<file path="src/rtl/uart_cmd_parser.sv">
`default_nettype none
// +----------------------------------------------------------------------------+
// | Module   : uart_cmd_parser                                                 |
// | Purpose  : Parses 'W'/'R' register frames from a UART byte stream and      |
// |            answers with ACK/NAK or read-back bytes on the TX FIFO.         |
// | Revision : 1.0 - initial release                                           |
// +----------------------------------------------------------------------------+
module uart_cmd_parser #(
  parameter int REG_DEPTH     = 16,
  parameter int REG_WIDTH     = 4,
  parameter int LITTLE_ENDIAN = 0,
  parameter int TIMEOUT       = 65535
) (
  input  logic                         clk,
  input  logic                         i_reset,
  input  logic [7:0]                   i_data,
  input  logic                         i_dv,
  output logic [$clog2(REG_DEPTH)-1:0] o_reg_addr,
  output logic [8*REG_WIDTH-1:0]       o_reg_wdata,
  output logic                         o_reg_wen,
  output logic                         o_reg_ren,
  input  logic [8*REG_WIDTH-1:0]       i_reg_rdata,
  output logic [7:0]                   o_tx_data,
  output logic                         o_tx_wen,
  input  logic                         i_tx_full,
  output logic                         o_err,
  output logic                         o_busy
);

  localparam int c_AW = $clog2(REG_DEPTH);
  localparam int c_DW = 8 * REG_WIDTH;
  localparam int c_BW = $clog2(REG_WIDTH + 1);
  localparam int c_TW = $clog2(TIMEOUT + 1);
  localparam logic [c_BW-1:0] c_LAST      = c_BW'(REG_WIDTH - 1);
  localparam logic [c_TW-1:0] c_TOUT_LAST = c_TW'(TIMEOUT - 1);
  localparam logic [7:0] c_CMD_WR = 8'h57;
  localparam logic [7:0] c_CMD_RD = 8'h52;
  localparam logic [7:0] c_ACK    = 8'h06;
  localparam logic [7:0] c_NAK    = 8'h15;

  typedef enum logic [2:0] {
    S_IDLE    = 3'd0,
    S_ADDR    = 3'd1,
    S_DATA    = 3'd2,
    S_EXEC_WR = 3'd3,
    S_EXEC_RD = 3'd4,
    S_LOAD    = 3'd5,
    S_SEND    = 3'd6,
    S_ACK     = 3'd7
  } state_t;

  state_t            r_state;
  state_t            w_state_nxt;
  logic              r_cmd_wr;
  logic [c_AW-1:0]   r_addr;
  logic [c_DW-1:0]   r_wdata;
  logic [c_DW-1:0]   r_shift;
  logic [c_BW-1:0]   r_bcnt;
  logic [c_TW-1:0]   r_tcnt;
  logic [7:0]        r_ack_byte;
  logic              r_wen;
  logic              r_ren;
  logic              r_err;
  logic              w_err_nxt;
  logic              w_tx_wen;
  logic              w_timeout;
  logic              w_addr_bad;
  logic              w_in_exec;
  logic [c_DW-1:0]   w_wdata_shift;
  logic [c_DW-1:0]   w_shift_nxt;
  logic [7:0]        w_tx_byte;

  // Byte ordering on the wire is shared by the write assembly and the read-back shifter.
  generate
    if (REG_WIDTH == 1) begin : g_single_byte
      assign w_wdata_shift = i_data;
      assign w_shift_nxt   = '0;
      assign w_tx_byte     = r_shift;
    end else if (LITTLE_ENDIAN != 0) begin : g_lsb_first
      assign w_wdata_shift = {i_data, r_wdata[c_DW-1:8]};
      assign w_shift_nxt   = {8'h00, r_shift[c_DW-1:8]};
      assign w_tx_byte     = r_shift[7:0];
    end else begin : g_msb_first
      assign w_wdata_shift = {r_wdata[c_DW-9:0], i_data};
      assign w_shift_nxt   = {r_shift[c_DW-9:0], 8'h00};
      assign w_tx_byte     = r_shift[c_DW-1:c_DW-8];
    end
  endgenerate

  assign w_addr_bad = (32'(i_data) >= REG_DEPTH);
  assign w_timeout  = !i_dv && (r_tcnt == c_TOUT_LAST);
  assign w_in_exec  = (r_state == S_EXEC_WR) || (r_state == S_EXEC_RD) ||
                      (r_state == S_LOAD) || (r_state == S_SEND) || (r_state == S_ACK);

  always_comb begin
    w_state_nxt = r_state;
    w_err_nxt   = 1'b0;
    w_tx_wen    = 1'b0;
    case (r_state)
      S_IDLE: begin
        if (i_dv) begin
          if ((i_data == c_CMD_WR) || (i_data == c_CMD_RD)) w_state_nxt = S_ADDR;
          else                                               w_err_nxt   = 1'b1;
        end
      end
      S_ADDR: begin
        if (i_dv) begin
          if (w_addr_bad)    w_state_nxt = S_ACK;
          else if (r_cmd_wr) w_state_nxt = S_DATA;
          else               w_state_nxt = S_EXEC_RD;
        end else if (w_timeout) begin
          w_state_nxt = S_IDLE;
          w_err_nxt   = 1'b1;
        end
      end
      S_DATA: begin
        if (i_dv) begin
          if (r_bcnt == c_LAST) w_state_nxt = S_EXEC_WR;
        end else if (w_timeout) begin
          w_state_nxt = S_IDLE;
          w_err_nxt   = 1'b1;
        end
      end
      S_EXEC_WR: w_state_nxt = S_ACK;
      S_EXEC_RD: w_state_nxt = S_LOAD;
      S_LOAD:    w_state_nxt = S_SEND;
      S_SEND: begin
        w_tx_wen = !i_tx_full;
        if (!i_tx_full && (r_bcnt == c_LAST)) w_state_nxt = S_IDLE;
      end
      S_ACK: begin
        w_tx_wen = !i_tx_full;
        if (!i_tx_full) w_state_nxt = S_IDLE;
      end
      default: w_state_nxt = S_IDLE;
    endcase
    // Bytes arriving while a command is executing or responding are lost.
    if (i_dv && w_in_exec) w_err_nxt = 1'b1;
  end

  always_ff @(posedge clk or negedge i_reset) begin
    if (!i_reset) r_state <= S_IDLE;
    else          r_state <= w_state_nxt;
  end

  always_ff @(posedge clk or negedge i_reset) begin
    if (!i_reset) begin
      r_cmd_wr   <= 1'b0;
      r_addr     <= '0;
      r_wdata    <= '0;
      r_shift    <= '0;
      r_bcnt     <= '0;
      r_tcnt     <= '0;
      r_ack_byte <= 8'h00;
      r_wen      <= 1'b0;
      r_ren      <= 1'b0;
      r_err      <= 1'b0;
    end else begin
      r_wen <= (w_state_nxt == S_EXEC_WR);
      r_ren <= (w_state_nxt == S_EXEC_RD);
      r_err <= w_err_nxt;
      if (i_dv)                                         r_tcnt <= '0;
      else if ((r_state == S_ADDR) || (r_state == S_DATA)) r_tcnt <= r_tcnt + 1'b1;
      case (r_state)
        S_IDLE: if (i_dv) r_cmd_wr <= (i_data == c_CMD_WR);
        S_ADDR: begin
          if (i_dv) begin
            r_addr     <= i_data[c_AW-1:0];
            r_bcnt     <= '0;
            r_ack_byte <= c_NAK;
          end
        end
        S_DATA: begin
          if (i_dv) begin
            r_wdata <= w_wdata_shift;
            r_bcnt  <= r_bcnt + 1'b1;
          end
        end
        S_EXEC_WR: r_ack_byte <= c_ACK;
        S_LOAD: begin
          r_shift <= i_reg_rdata;
          r_bcnt  <= '0;
        end
        S_SEND: begin
          if (!i_tx_full) begin
            r_shift <= w_shift_nxt;
            r_bcnt  <= r_bcnt + 1'b1;
          end
        end
        default: ;
      endcase
    end
  end

  assign o_reg_addr  = r_addr;
  assign o_reg_wdata = r_wdata;
  assign o_reg_wen   = r_wen;
  assign o_reg_ren   = r_ren;
  assign o_tx_data   = (r_state == S_ACK) ? r_ack_byte : w_tx_byte;
  assign o_tx_wen    = w_tx_wen;
  assign o_err       = r_err;
  assign o_busy      = (r_state != S_IDLE);

endmodule
`default_nettype wire
</file>
<file path="config.mk">
export PLATFORM = sky130hd
export DESIGN_NAME = uart_cmd_parser
export DESIGN_NICKNAME = d
export VERILOG_FILES = /design/src/rtl/uart_cmd_parser.sv
export SDC_FILE = /design/constraint.sdc
export NUM_CORES = 1
export LEC_CHECK = 0
export CAP_MARGIN = 20
export CORE_MARGIN = 5
export CORE_UTILIZATION = 46
export DETAILED_ROUTE_END_ITERATION = 12
export PLACE_DENSITY = 0.76
export SETUP_SLACK_MARGIN = 0.3
export SLEW_MARGIN = 40
export SYNTH_ARGS = -nofsm -noshare
export SYNTH_HDL_FRONTEND = slang
export SYNTH_SLANG_ARGS = --single-unit
</file>
<file path="constraint.sdc">
create_clock -name clk -period 1.8 [get_ports clk]
set_input_delay 0.36 -clock clk [delete_from_list [all_inputs] [get_ports clk]]
set_output_delay 0.36 -clock clk [all_outputs]
set_load 0.05 [all_outputs]
</file>
==> qor.yml, run 1 <==
final_common_cell: "dfrtp_1"
holdWs_ps: 378.1
violations: "setup timing"
hold_violations: 0
drive_above_1_share_pct: 53.91
routabilityCongestion: 0.8992
n_antenna_cell: 0
viasPerCell: 5.782
peakVddDrop_uv: 981.0
p_leak_nw: 3.658
rows: 36
setup_viol: 88
dp_cells: 650
synth_area_per_cell_sq_um: 11.31
outcome: "complete, but fails checks"
cp_max_fo: 4
clockRootBuffer: "clkbuf_8"
die_h_um: 109.1
cp_slowest_cell: "dfrtp_2"
drtIter0Drc: 322
synthArstFlopShare_pct: 100.0
dieWidth_um: 109.1
clockBufferDepth: 2
worst_slew_pin_slew_ps: 433.9
period_needed_ps: 2235
max_slew_margin_pct: 71.04
yosys_warnings: 0
hp-class: "in2reg"
worstSetupPathType: "reg2reg"
syn2layout_area_growth_pct: 66.10
first_pass_iters: 6
clock_latency_ps: 380
setup_ws_ps: -435.1
antenna_left: 0
stdcell_count: 708
required_ps: 2110
die_area_sq_um: 11900
routed_wl_um: 16160
clock_skew_ps: 9.242
placed_area_sq_um: 6082
ys.flop_type: "dfrtp_1"
report.power.total_mw: 15.91
synth_nets: 451
syn_area_sq_um: 4514
portBuffers: 92
rsz0062_at_grt: "yes"
path_cells: "inv_2, buf_4, ha_4, o21ai_2, a21oi_2, a41oi_1, o22ai_1, a221oi_2, and3_1"
ys_seq_area_share_pct: 53.77
end_kind: "flip-flop"
numCtsBuffers: 9
start_util_pct: 46.61
drcViolationCount: 0
cts_tree: "yes"
grt_pass1_wl_um: 20960
avgRoutedWirePerCell_um: 22.82
synth_cells: 399
crit_arrival_ps: 2550
cap_violations: 0
yosysUniqueCellTypes: 50
reg2reg_depth: 9
final_cell_mix: "93 x dfrtp_1, 91 x buf_4, 34 x mux2_4"
overflow: 0
drv_slew: 0
antenna_found_initial: 0
clock.fmax_ghz: 0.4474
min_period_over_period_pct: 124.2
grt.total_usage_pct: 22.79
vias: 4094
dpl.hpwl_um: 8033
slowest_delay_ps: 460
grt_max_degree: 42
tns_ps: -7504
path_clk_slew_ps: 100
start_kind: "flip-flop"
final_area_sq_um: 7498
grt_pass1_vias: 4099
ys_seq_elements: 97
core-area_sq_um: 9684
nNetsFinal: 622
powerDensity_nw_per_um2: 2122
htree_levels: 3
num_io_pins: 93
cts.sinks: 97
hold_depth: 2
synth_edf_count: 0
cell families (layout without fill, tap and decap cells):
logic type,after synthesis,count (layout),synth area share [%]
AO/OA/AOI/OAI,69,69,9.895
XOR/XNOR,16,16,3.104
adder cells (fa/ha/maj),8,8,2.217
buffers and inverters,30,206,3.243
flip-flops,97,97,53.77
multiplexers,63,63,15.02
AND/OR/NAND/NOR,116,116,12.75
per-layer routing:
metal / track usage, % / up-vias / wire length, um
met3: 5.151 / 77 / 1086
met2: 38.68 / 241 / 7789
met1: 28.29 / 2030 / 6384
met4: 8.656 / 0 / 896
li1: - / 1746 / -
met5: 0 / - / 0
per-stage QoR:
step	setup WS [ps]	utilization (%)
final	-435.1	77.43
after global routing	-433.1	77.43
after CTS	-179.5	71.90
after detailed placement	-497.8	62.80
after global placement	-393.9	62.80
after floorplan	4.635	-
Yosys cell counts (all sizes together), types with 7 or more instances:
cell    n  area (sq um)
a21oi   7         35.03
a22o    9         78.83
buf    15         90.08
dfrtp  97          2427
ha      8         100.1
inv     9         33.78
mux2   38         427.9
mux2i  25         250.2
nand2  49         191.4
nand3   9         45.04
nor2   22         82.58
o21ai  34         170.2
xor2   12         105.1
what timing repair did:
item,4_1_cts,5_1_grt
gates cloned,8,2
buffers inserted,16,15
endpoints found under the hold margin,27,0
resized for setup,97,117
pin swaps,34,50
setup endpoints to repair,105,103
hold buffers,1,0
report_power, final:
part           switching, mW  internal (mW)  total, mW
Sequential             0.826           3.02       3.84
Clock                  0.845          0.796       1.64
Combinational           5.61           4.82       10.4
final cells by class:
class	instances	area [sq um]
clock buffers	9	123.9
clock inverters	7	98.84
fillers	490	2186
inverters	9	37.54
multi-input cells	272	2718
flip-flops and latches	97	2432
well taps	133	166.4
repair buffers	181	1922
final timing paths:
kind	end	from	slack (ps)
setup / recovery	o_reg_wen	r_state[0]	-440
hold / removal	o_reg_wdata[3]	i_data[3]	380
setup reg to reg	o_reg_wen	r_state[0]	-440
hold reg to reg	r_shift[0]	r_shift[0]	520
max in group asynchronous	r_state[2]	i_reset	800
min in group asynchronous	o_reg_wdata[17]	i_reset	440
sequential cells by signal (all words and copies together), names as in the netlist:
| register | cells |
|---|---|
| o_err | 1 |
| o_reg_addr | 4 |
| o_reg_ren | 1 |
| o_reg_wdata | 32 |
| o_reg_wen | 1 |
| r_ack_byte | 3 |
| r_bcnt | 3 |
| r_cmd_wr | 1 |
| r_shift | 32 |
| r_state | 3 |
| r_tcnt | 16 |
worst max-delay path: cells and delay by family (launching register included):
family	cells	cell delay [ps]
AND/OR/NAND/NOR	1	220
AO/OA/AOI/OAI	5	1080
flip-flops	1	460
adder cells (fa/ha/maj)	1	180
buffers and inverters	2	230
(Power assumes the default switching activity.)
==> run 2, diff against run 1 <==
- SLEW_MARGIN: 40 -> unset
==> results of run 2 <==
Final layout, timing and power as in run 1 (identical DEF).
==> run 3, diff against run 2 <==
- clock period: 1.8 -> 2 ns (I/O delays scaled with it)
==> qor.yml, run 3 (synthesis results as in run 1) <==
outcome: "complete, but fails checks"
clock_skew_ps: 9.343
drtIter0Drc: 292
routed_wl_um: 15570
min_period_over_period_pct: 107.2
holdWs_ps: 506.1
avgRoutedWirePerCell_um: 22.00
reg2reg_depth: 9
routabilityCongestion: 0.9575
overflow: 0
use_met2_pct: 41.01
setup_viol: 20
grt_util_met1_pct: 29.13
grt_pass1_wl_um: 21390
dpl.hpwl_um: 7611
start_util_pct: 46.61
worst_slew_pin_slew_ps: 522.7
antenna_left: 0
end_kind: "flip-flop"
clockBufferDepth: 2
die_h_um: 109.1
powerDensity_nw_per_um2: 1899
required_ps: 2260
die_area_sq_um: 11900
dieWidth_um: 109.1
dp_cells: 638
htree_levels: 3
peakVddDrop_uv: 1165
cp_slowest_cell: "dfrtp_1"
antenna_found_initial: 0
hold_depth: 1
path_buf_inv: 1
period_needed_ps: 2145
clock.fmax_ghz: 0.4663
clock_latency_ps: 370
path_cells: "ha_2, ha_4, nor2b_1, o21a_2, o22ai_4, o21ai_1, a221oi_2, buf_4, nor3_4"
drive_above_1_share_pct: 48.87
p_leak_nw: 3.451
report.power.total_mw: 13.98
violations: "setup timing"
slowest_delay_ps: 420
hp-class: "reg2reg"
portBuffers: 92
vias: 4028
stdcell_count: 708
core-area_sq_um: 9684
viasPerCell: 5.689
hold_violations: 0
final_common_cell: "dfrtp_1"
n_antenna_cell: 0
grt_max_degree: 42
cpLargestDelayFamily: "compound AO/OA/AOI/OAI gates"
syn2layout_area_growth_pct: 63.00
final_cell_mix: "94 x dfrtp_1, 54 x buf_4, 38 x clkdlybuf4s50_1"
tns_ps: -833.8
cts_tree: "yes"
num_io_pins: 93
cp_max_fo: 3
final_area_sq_um: 7358
cap_violations: 0
placed_area_sq_um: 5889
cp.depth: 9
setup_ws_ps: -144.6
crit_arrival_ps: 2410
drcViolationCount: 0
max_slew_margin_pct: 65.29
pre_cts_slack_ps: -288.3
worstSetupPathType: "reg2reg"
first_pass_iters: 5
cts.sinks: 97
numCtsBuffers: 9
drv_slew: 0
rows: 36
path_clk_slew_ps: 90
grtUsageMet3_pct: 3.375
grt_pass1_vias: 4097
clockRootBuffer: "clkbuf_8"
nNetsFinal: 623
grt.total_usage_pct: 23.56
rsz0062_at_grt: "yes"
start_kind: "flip-flop"
top_usage_layer: "met2"
final_core_util_pct: 75.98
## run 3: cell count changes in the layout (fill, tap and decap cells not counted), moves of 5 or more
cell             change
clkdlybuf4s50_1      +5
dlygate4sd2_1       +11
mux2i_1              -5
buf_4               -37
clkdlybuf4s15_1     +14
mux2_4              -32
mux2i_2              +5
mux2_2              +32
buf_8                +5
buf_6                -6
clkbuf_2            +10
## run 3: final timing paths
path | from | slack, ps | endpoint
max in group asynchronous | i_reset | 860 | r_state[2]
setup / recovery | r_bcnt[1] | -140 | o_reg_ren
hold reg to reg | o_reg_wdata[26] | 510 | o_reg_wdata[26]
min in group asynchronous | i_reset | 530 | o_reg_wdata[24]
hold / removal | o_reg_wdata[26] | 510 | o_reg_wdata[26]
setup reg to reg | r_bcnt[1] | -140 | o_reg_ren
## run 3: cell type report
cell class / count / area (sq um)
well taps: 133 / 166.4
clock inverters: 4 / 52.55
inverters: 9 / 33.78
flip-flops and latches: 97 / 2434
repair buffers: 181 / 1949
clock buffers: 11 / 151.4
multi-input cells: 273 / 2571
fillers: 536 / 2326
## run 3: what timing repair did
| action | in CTS | in global routing |
|---|---|---|
| setup endpoints to repair | 135 | 128 |
| pin swaps | 65 | 37 |
| resized for setup | 175 | 113 |
| buffers inserted | 30 | 14 |
| hold endpoints to repair | 15 | 0 |
| gates cloned | 9 | 1 |
| hold buffers | 1 | 0 |
## run 3: report_power, final
| part | internal [mW] | leakage (nW) | total, mW | switching [mW] |
|---|---|---|---|---|
| sequential | 2.72 | 1.25 | 3.43 | 0.714 |
| combinational | 4.15 | 2.11 | 9.22 | 5.06 |
| clock | 0.640 | 0.0937 | 1.33 | 0.687 |
| total | 7.51 | 3.45 | 14.0 | 6.46 |
## run 3: worst register-to-register path: stages (launching register included)
cell and delay (ps):
dfrtp_1 420, ha_2 210, ha_4 170, nor2b_1 140
o21a_2 280, o22ai_4 170, o21ai_1 120, a221oi_2 310
buf_4 200, nor3_4 40
## run 3: routing by layer
metal / wire, um / share of wire [%]
met1: 6148 / 39
met2: 8149 / 52
met3: 748 / 4.8
met4: 526 / 3.4
met5: 0 / 0
